--- src/rtl/interrupt_controller.sv ---
// Priority interrupt controller: edge-latched maskable requests (lowest index wins) plus one NMI
// that can preempt a pending request or nest one level inside an active maskable handler.
module interrupt_controller #(
   parameter int unsigned NUM_SRC = 8,
   parameter int unsigned VEC_W   = 3
) (
   input  logic               Clk,
   input  logic               Reset,
   input  logic [NUM_SRC-1:0] IRQ,
   input  logic               NMIReq,
   input  logic               INTD,
   input  logic               INA,
   input  logic               EOI,
   input  logic               MaskWe,
   input  logic [NUM_SRC-1:0] MaskIn,
   output logic               INT,
   output logic               NMI,
   output logic [VEC_W-1:0]   IntVector,
   output logic               InService,
   output logic [NUM_SRC-1:0] Pending
);

   typedef enum logic [2:0] {StIdle, StReq, StService, StNmiReq, StNmiService} state_e;

   state_e             state_q, state_d;
   logic [NUM_SRC-1:0] irq_q, mask_q, pending_q, pending_d;
   logic [NUM_SRC-1:0] irq_rise, eligible, pend_clr;
   logic               nmi_req_q, nmi_rise, nmi_pend_q, nmi_pend_d, nmi_clr;
   logic               nest_q, nest_d;
   logic [VEC_W-1:0]   vec_q, vec_d, winner;
   logic               int_q, nmi_q, in_service_q;

   assign irq_rise = IRQ & ~irq_q;
   assign nmi_rise = NMIReq & ~nmi_req_q;
   assign eligible = pending_q & ~mask_q;

   // Descending scan so the lowest eligible index is the last one written.
   always_comb begin
      winner = '0;
      for (int i = int'(NUM_SRC) - 1; i >= 0; i--) begin
         if (eligible[i]) winner = VEC_W'(i);
      end
   end

   always_comb begin
      state_d  = state_q;
      vec_d    = vec_q;
      nest_d   = nest_q;
      pend_clr = '0;
      nmi_clr  = 1'b0;
      unique case (state_q)
         StIdle: begin
            if (nmi_pend_q) begin
               state_d = StNmiReq;
               nest_d  = 1'b0;
            end else if ((|eligible) && !INTD) begin
               state_d = StReq;
               vec_d   = winner;
            end
         end
         StReq: begin
            if (INA) begin
               state_d  = StService;
               pend_clr = NUM_SRC'(1) << vec_q;
            end else if (nmi_pend_q) begin
               state_d = StNmiReq;
               nest_d  = 1'b0;
               vec_d   = '0;
            end else if (INTD) begin
               state_d = StIdle;
               vec_d   = '0;
            end
         end
         StService: begin
            if (EOI) begin
               state_d = StIdle;
               vec_d   = '0;
            end else if (nmi_pend_q) begin
               state_d = StNmiReq;
               nest_d  = 1'b1;
            end
         end
         StNmiReq: begin
            if (INA) begin
               state_d = StNmiService;
               nmi_clr = 1'b1;
            end
         end
         StNmiService: begin
            if (EOI) begin
               if (nest_q) begin
                  state_d = StService;
                  nest_d  = 1'b0;
               end else begin
                  state_d = StIdle;
                  vec_d   = '0;
               end
            end
         end
         default: begin
            state_d = StIdle;
            vec_d   = '0;
            nest_d  = 1'b0;
         end
      endcase
      // A new edge in the same cycle as the acknowledge clear keeps the bit set.
      pending_d  = (pending_q & ~pend_clr) | irq_rise;
      nmi_pend_d = (nmi_pend_q & ~nmi_clr) | nmi_rise;
   end

   always_ff @(posedge Clk) begin
      if (Reset) begin
         state_q      <= StIdle;
         irq_q        <= '0;
         nmi_req_q    <= 1'b0;
         mask_q       <= '1;
         pending_q    <= '0;
         nmi_pend_q   <= 1'b0;
         nest_q       <= 1'b0;
         vec_q        <= '0;
         int_q        <= 1'b0;
         nmi_q        <= 1'b0;
         in_service_q <= 1'b0;
      end else begin
         state_q      <= state_d;
         irq_q        <= IRQ;
         nmi_req_q    <= NMIReq;
         if (MaskWe) mask_q <= MaskIn;
         pending_q    <= pending_d;
         nmi_pend_q   <= nmi_pend_d;
         nest_q       <= nest_d;
         vec_q        <= vec_d;
         int_q        <= (state_d == StReq);
         nmi_q        <= (state_d == StNmiReq);
         // The maskable handler stays active while a nested NMI runs on top of it.
         in_service_q <= (state_d == StService) ||
                         (nest_d && (state_d == StNmiReq || state_d == StNmiService));
      end
   end

   assign INT       = int_q;
   assign NMI       = nmi_q;
   assign IntVector = vec_q;
   assign InService = in_service_q;
   assign Pending   = pending_q;

endmodule
--- config.mk ---
export PLATFORM = sky130hd
export DESIGN_NAME = interrupt_controller
export DESIGN_NICKNAME = d
export VERILOG_FILES = /design/src/rtl/interrupt_controller.sv
export SDC_FILE = /design/constraint.sdc
export NUM_CORES = 1
export LEC_CHECK = 0
export CAP_MARGIN = 20
export CORE_MARGIN = 4
export CORE_UTILIZATION = 40
export CTS_CLUSTER_SIZE = 8
export DETAILED_ROUTE_END_ITERATION = 8
export PLACE_DENSITY = 0.69
export SLEW_MARGIN = 10
export SYNTH_ARGS = -nofsm -noshare
export SYNTH_HDL_FRONTEND = slang
export SYNTH_SLANG_ARGS = --single-unit
--- constraint.sdc ---
create_clock -name Clk -period 2.1 [get_ports Clk]
set_input_delay 0.315 -clock Clk [delete_from_list [all_inputs] [get_ports Clk]]
set_output_delay 0.315 -clock Clk [all_outputs]
set_load 0.02 [all_outputs]
Word-level counts from Yosys, hierarchy flattened
Cells that the tools add are included.
{"block": "totals", "ff_bits": 36, "elab_cells": 86}
{"block": "op_classes", "n_eq_ne": 15, "n_shift": 1, "muxes": 38, "bitwise_logic": 13, "n_reduce_logical": 8}
{"op": "3-bit two-way mux", "count": 25}
{"op": "3-bit one-hot mux with 5 select lines", "count": 2}
{"op": "8-bit bitwise AND", "count": 3}
{"op": "8-bit inverter", "count": 3}
{"op": "8-bit two-way mux", "count": 2}
{"op": "3-bit by 2-bit == test with 1-bit output (second input constant)", "count": 4}
{"op": "2-bit inequality test (second input constant)", "count": 6}
{"op": "8-bit bitwise OR", "count": 1}
{"op": "8-bit AND reduction", "count": 1}
{"op": "8-bit OR reduction", "count": 1}
{"op": "1-bit by 3-bit left shift with 8-bit output (first input constant)", "count": 1}
{"op": "1-bit two-way mux", "count": 7}
{"op": "3-bit by 1-bit == test with 1-bit output (second input constant)", "count": 2}
{"op": "3-bit == test (second input constant)", "count": 2}
{"op": "1-bit one-hot mux with 5 select lines", "count": 1}
{"op": "3-bit zero test", "count": 1}
{"op": "3-bit inequality test (second input constant)", "count": 1}
{"op": "1-bit inverter", "count": 3}
{"op": "1-bit bitwise AND", "count": 2}
{"op": "1-bit logical AND", "count": 2}
{"op": "1-bit logical OR", "count": 2}
{"op": "2-bit two-way mux", "count": 1}
{"op": "1-bit zero test", "count": 1}
{"op": "1-bit bitwise OR", "count": 1}

Logic depth before layout (Yosys ltp)
{"block": "depth", "word_depth": 13, "ltp_mapped": 6}

Worst setup path after synthesis
No wires, ideal clock.
{"block": "synth_timing", "path_kind": "flip-flop to flip-flop", "start": "reg pending_q[4], in the netlist Pending[4]", "end": "reg int_q, in the netlist INT", "setup_ns": 0.134, "arrival_time_ns": 1.456, "required_time_ns": 1.966, "slack_ns": 0.510, "stages_incl_launch_ff": 6, "cell_sequence": "dfxtp_1 > nor2b_4 > or4_4 > and3b_1 > o32a_2 > nor4_1"}
{"block": "synth_via", "elab_chain_len": 7}
{"item": "start: declaration", "line_no": "26", "text": "logic [NUM_SRC-1:0] irq_q, mask_q, pending_q, pending_d;"}
{"item": "start signal: assignment", "line_no": "129", "text": "pending_q <= pending_d;"}
{"item": "8-bit bitwise AND", "line_no": "35", "text": "assign eligible = pending_q & ~mask_q;"}
{"item": "8-bit OR reduction", "line_no": "56", "text": "end else if ((|eligible) && !INTD) begin"}
{"item": "1-bit logical AND", "line_no": "56"}
{"item": "3-bit two-way mux", "line_no": "56"}
{"item": "3-bit two-way mux", "line_no": "53", "text": "if (nmi_pend_q) begin"}
{"item": "3-bit one-hot mux with 5 select lines", "line_no": "51", "text": "unique case (state_q)"}
{"item": "3-bit by 1-bit == test with 1-bit output", "line_no": "133", "text": "int_q <= (state_d == StReq);"}
{"item": "end signal: assignment", "line_no": "133"}
{"item": "end: declaration", "line_no": "31", "text": "logic int_q, nmi_q, in_service_q;"}
No other way between the ends.
A chain may end at the register's enable or synchronous reset.

Worst setup path in the final report
{"block": "layout_timing", "start": "in INA", "end": "reg pending_q[0], in the netlist Pending[0]"}
{"block": "layout_via", "elab_chain_len": 5}
{"item": "start: declaration", "line_no": "12", "text": "input logic INA,"}
{"item": "8-bit two-way mux", "line_no": "62", "text": "if (INA) begin"}
{"item": "8-bit two-way mux", "line_no": "51"}
{"item": "8-bit inverter", "line_no": "107", "text": "pending_d = (pending_q & ~pend_clr) | irq_rise;"}
{"item": "8-bit bitwise AND", "line_no": "107"}
{"item": "8-bit bitwise OR", "line_no": "107"}
No other way between the ends.

==> out/metrics.cfg <==
[run_status]
status=finished, final reports clean

[clock_tree]
cts_tree=built
clock-sinks=36
hold_buffers=0
h-tree-depth=2
clk_pin_slew_worst_paths_ns=0.07
numCtsBuffers=5
cts-root-buf=clkbuf_8
post_cts_buffers=0
clk_latency_ns=0.28
cts_resized=0
clockBufferDepth=2

[die]
dieArea_sq_um=5035
die_w_microns=70.96
start_util=0.4235
die_h_microns=70.96
rows=22
core-area_sq_um=3744
boundaryPins=37

[critical_path]
crit_path_end_kind=flop
arrival_ns=1.97
reg2reg_depth=5
worstSetupStartpointType=primary input
reg2reg_from=state_q[0]$_SDFF_PP0_
worstReg2RegEnd=Pending[0]$_SDFF_PP0_
startpoint=INA
r2r_setup_slack_ns=0.37
cp.required_ns=2.27
crit_type=primary input to flop
crit_fanout=5
crit_path_end=Pending[0]$_SDFF_PP0_

[synth]
synth_cell_types=39
synth-compound-area-share=0.1752
synthXorXnorAreaFrac=0
syn_area_per_cell_sq_um=9.271
synth_top_family_by_area=simple AND/OR/NAND/NOR gates
synth-edff-count=0
yosys.area.top_type_share=0.4546
yosysTopAreaCell=dfxtp_1
synthArstFlopShare=0
seq_area_frac_synth=0.4546
synthMuxAreaShare=0.06314
synth_flop_cell=dfxtp_1
yosys_warnings=0
yosys.area_share.adder=0
syn_nets=194
syn-cell-area_sq_um=1585
synthSimpleGateAreaFrac=0.2857
synthTopCellsByArea=dfxtp_1, mux2i_1, nand2b_1, nor2b_1, nand2_1
ys_ff_latch=36
syn_inst=171

[sta]
period_minus_slack_ns=1.798
fmax_mhz=556.1
layout_setup_ws_ns=0.3017
hold_viol=0
setup_viol=0
maxSlewViolCount=0
fin_crit_sh=0.8563
rsz0062_at_grt=no
finalSetupTns_ns=0
fin_skew_ns=0.002783
relSlewSlack=0.5959
worstMarginPinSlew_ns=0.6016

[finish]
drive_above_1_share=0.1085
fin_nets=234
fillCellCount=360
final-instance-count-excl-fill=260
area_growth_pct=34.02
n_antenna_cell=0
final-seq-area_sq_um=720.7
fin_area_sq_um=2125
multiInputGateArea_sq_um=830.8

[grt]
grt_max_degree=18
track_usage=0.1488
overflow=0
antenna_found_initial=0
grt_pass1_wl_microns=5878
grt_pass1_vias=1317

[detailed_routing]
firstDrtPassIters=4
drt_first_iter_violations=114
wl_microns=3591
wire_per_inst_microns=13.81
vias_per_cell=5.165
num_vias=1343
drc=0
ant_nets=0

[place]
dpl_worst_slack_ns=0.06974
dp_cells=252
place.gp.congestion=0.8777
dp_hpwl_microns=2706
place_area_sq_um=1998
io_buffers=36

[pwr]
finalPower_mw=1.764
power_per_cell_area_nw_per_um2=830.2
p_leak_nw=0.8301
vdd_drop_max_mv=0.4212

[min_path]
holdPathStages=2
hold_path.class=flop to flop

[job]
drv_cap=0

cells in the mapped netlist (2+ instances only):
cell / count
a21oi_1: 12
and2_1: 2
and2b_1: 2
clkbuf_1: 4
dfxtp_1: 36
inv_1: 3
mux2i_1: 10
nand2_1: 18
nand2b_1: 16
nand4b_1: 2
nor2_1: 10
nor2b_1: 14
nor2b_4: 2
nor3_1: 3
o21ai_0: 11
o31ai_1: 3
state kept, by name, summed over array words and instances, names as in the netlist:
register,cells
IntVector,3
state_q,3
NMI,1
InService,1
irq_q,8
nmi_req_q,1
mask_q,8
nmi_pend_q,1
INT,1
Pending,8
nest_q,1
area by class of cell:
class	count	area share
Sequential cell	36	0.3392
Clock buffer	7	0.04535
Timing Repair Buffer	38	0.1767
Tap cell	48	0.02827
Multi-Input combinational cell	127	0.3910
Clock inverter	1	0.01413
Inverter	3	0.005300
worst min-delay path by stage:
| stage | start | end | slack, ns |
|---|---|---|---|
| after floorplan | Reset | nmi_req_q$_SDFF_PP0_ | 0.39 |
| after global placement | mask_q[1]$_SDFFE_PP1P_ | mask_q[1]$_SDFFE_PP1P_ | 0.45 |
| after detailed placement | mask_q[2]$_SDFFE_PP1P_ | mask_q[2]$_SDFFE_PP1P_ | 0.46 |
| after CTS | mask_q[2]$_SDFFE_PP1P_ | mask_q[2]$_SDFFE_PP1P_ | 0.49 |
| after global routing | mask_q[2]$_SDFFE_PP1P_ | mask_q[2]$_SDFFE_PP1P_ | 0.51 |
| final | mask_q[2]$_SDFFE_PP1P_ | mask_q[2]$_SDFFE_PP1P_ | 0.48 |
critical path, cell delays in order:
cell and delay, ns:
clkdlybuf4s50_1 0.52, nand2_1 0.09, nor3_1 0.48, nand2b_1 0.20
o31ai_1 0.27, a21oi_1 0.10
layer usage:
layer	vias to the layer above	track usage	wire (microns)
met4	0	0.04384	19
met5	-	0	0
met3	2	0.06676	240
li1	673	-	-
met1	627	0.1847	1651
met2	41	0.2327	1680
through the flow:
| step | hold slack [ns] | utilization |
|---|---|---|
| global route | 0.5081 | 0.5675 |
| CTS | 0.4886 | 0.5675 |
| global placement | 0.4534 | 0.5338 |
| floorplan | 0.3866 | - |
| detailed placement | 0.4584 | 0.5338 |
| finish | 0.4840 | 0.5675 |
kinds of logic after synthesis:
kind of cell / count (synthesis)
AO/OA/AOI/OAI: 39
buffers and inverters: 8
flip-flops: 36
multiplexers: 10
AND/OR/NAND/NOR: 78
where the power goes:
part           leakage, nW  switching (mW)  internal, mW
clock network       0.0645           0.237         0.419
registers            0.298          0.0482         0.734
logic                0.468           0.152         0.174
total                0.830           0.437          1.33
cells in the final DEF, fill, tap and decap left out, types with 2 or more instances in the layout:
| master | synthesis | layout |
|---|---|---|
| dfxtp_1 | 36 | 36 |
| clkdlybuf4s50_1 | 0 | 36 |
| nand2_1 | 18 | 18 |
| nand2b_1 | 16 | 16 |
| nor2b_1 | 14 | 14 |
| a21oi_1 | 12 | 12 |
| o21ai_0 | 11 | 11 |
| nor2_1 | 10 | 10 |
| mux2i_1 | 10 | 10 |
| clkbuf_8 | 0 | 7 |
| nor3_1 | 3 | 3 |
| inv_1 | 3 | 3 |
| o31ai_1 | 3 | 3 |
| and2_1 | 2 | 2 |
| nor2b_4 | 2 | 2 |
| and2b_1 | 2 | 2 |
| nand4b_1 | 2 | 2 |
| buf_4 | 1 | 2 |
No activity file was read; power rests on OpenSTA's default activity.
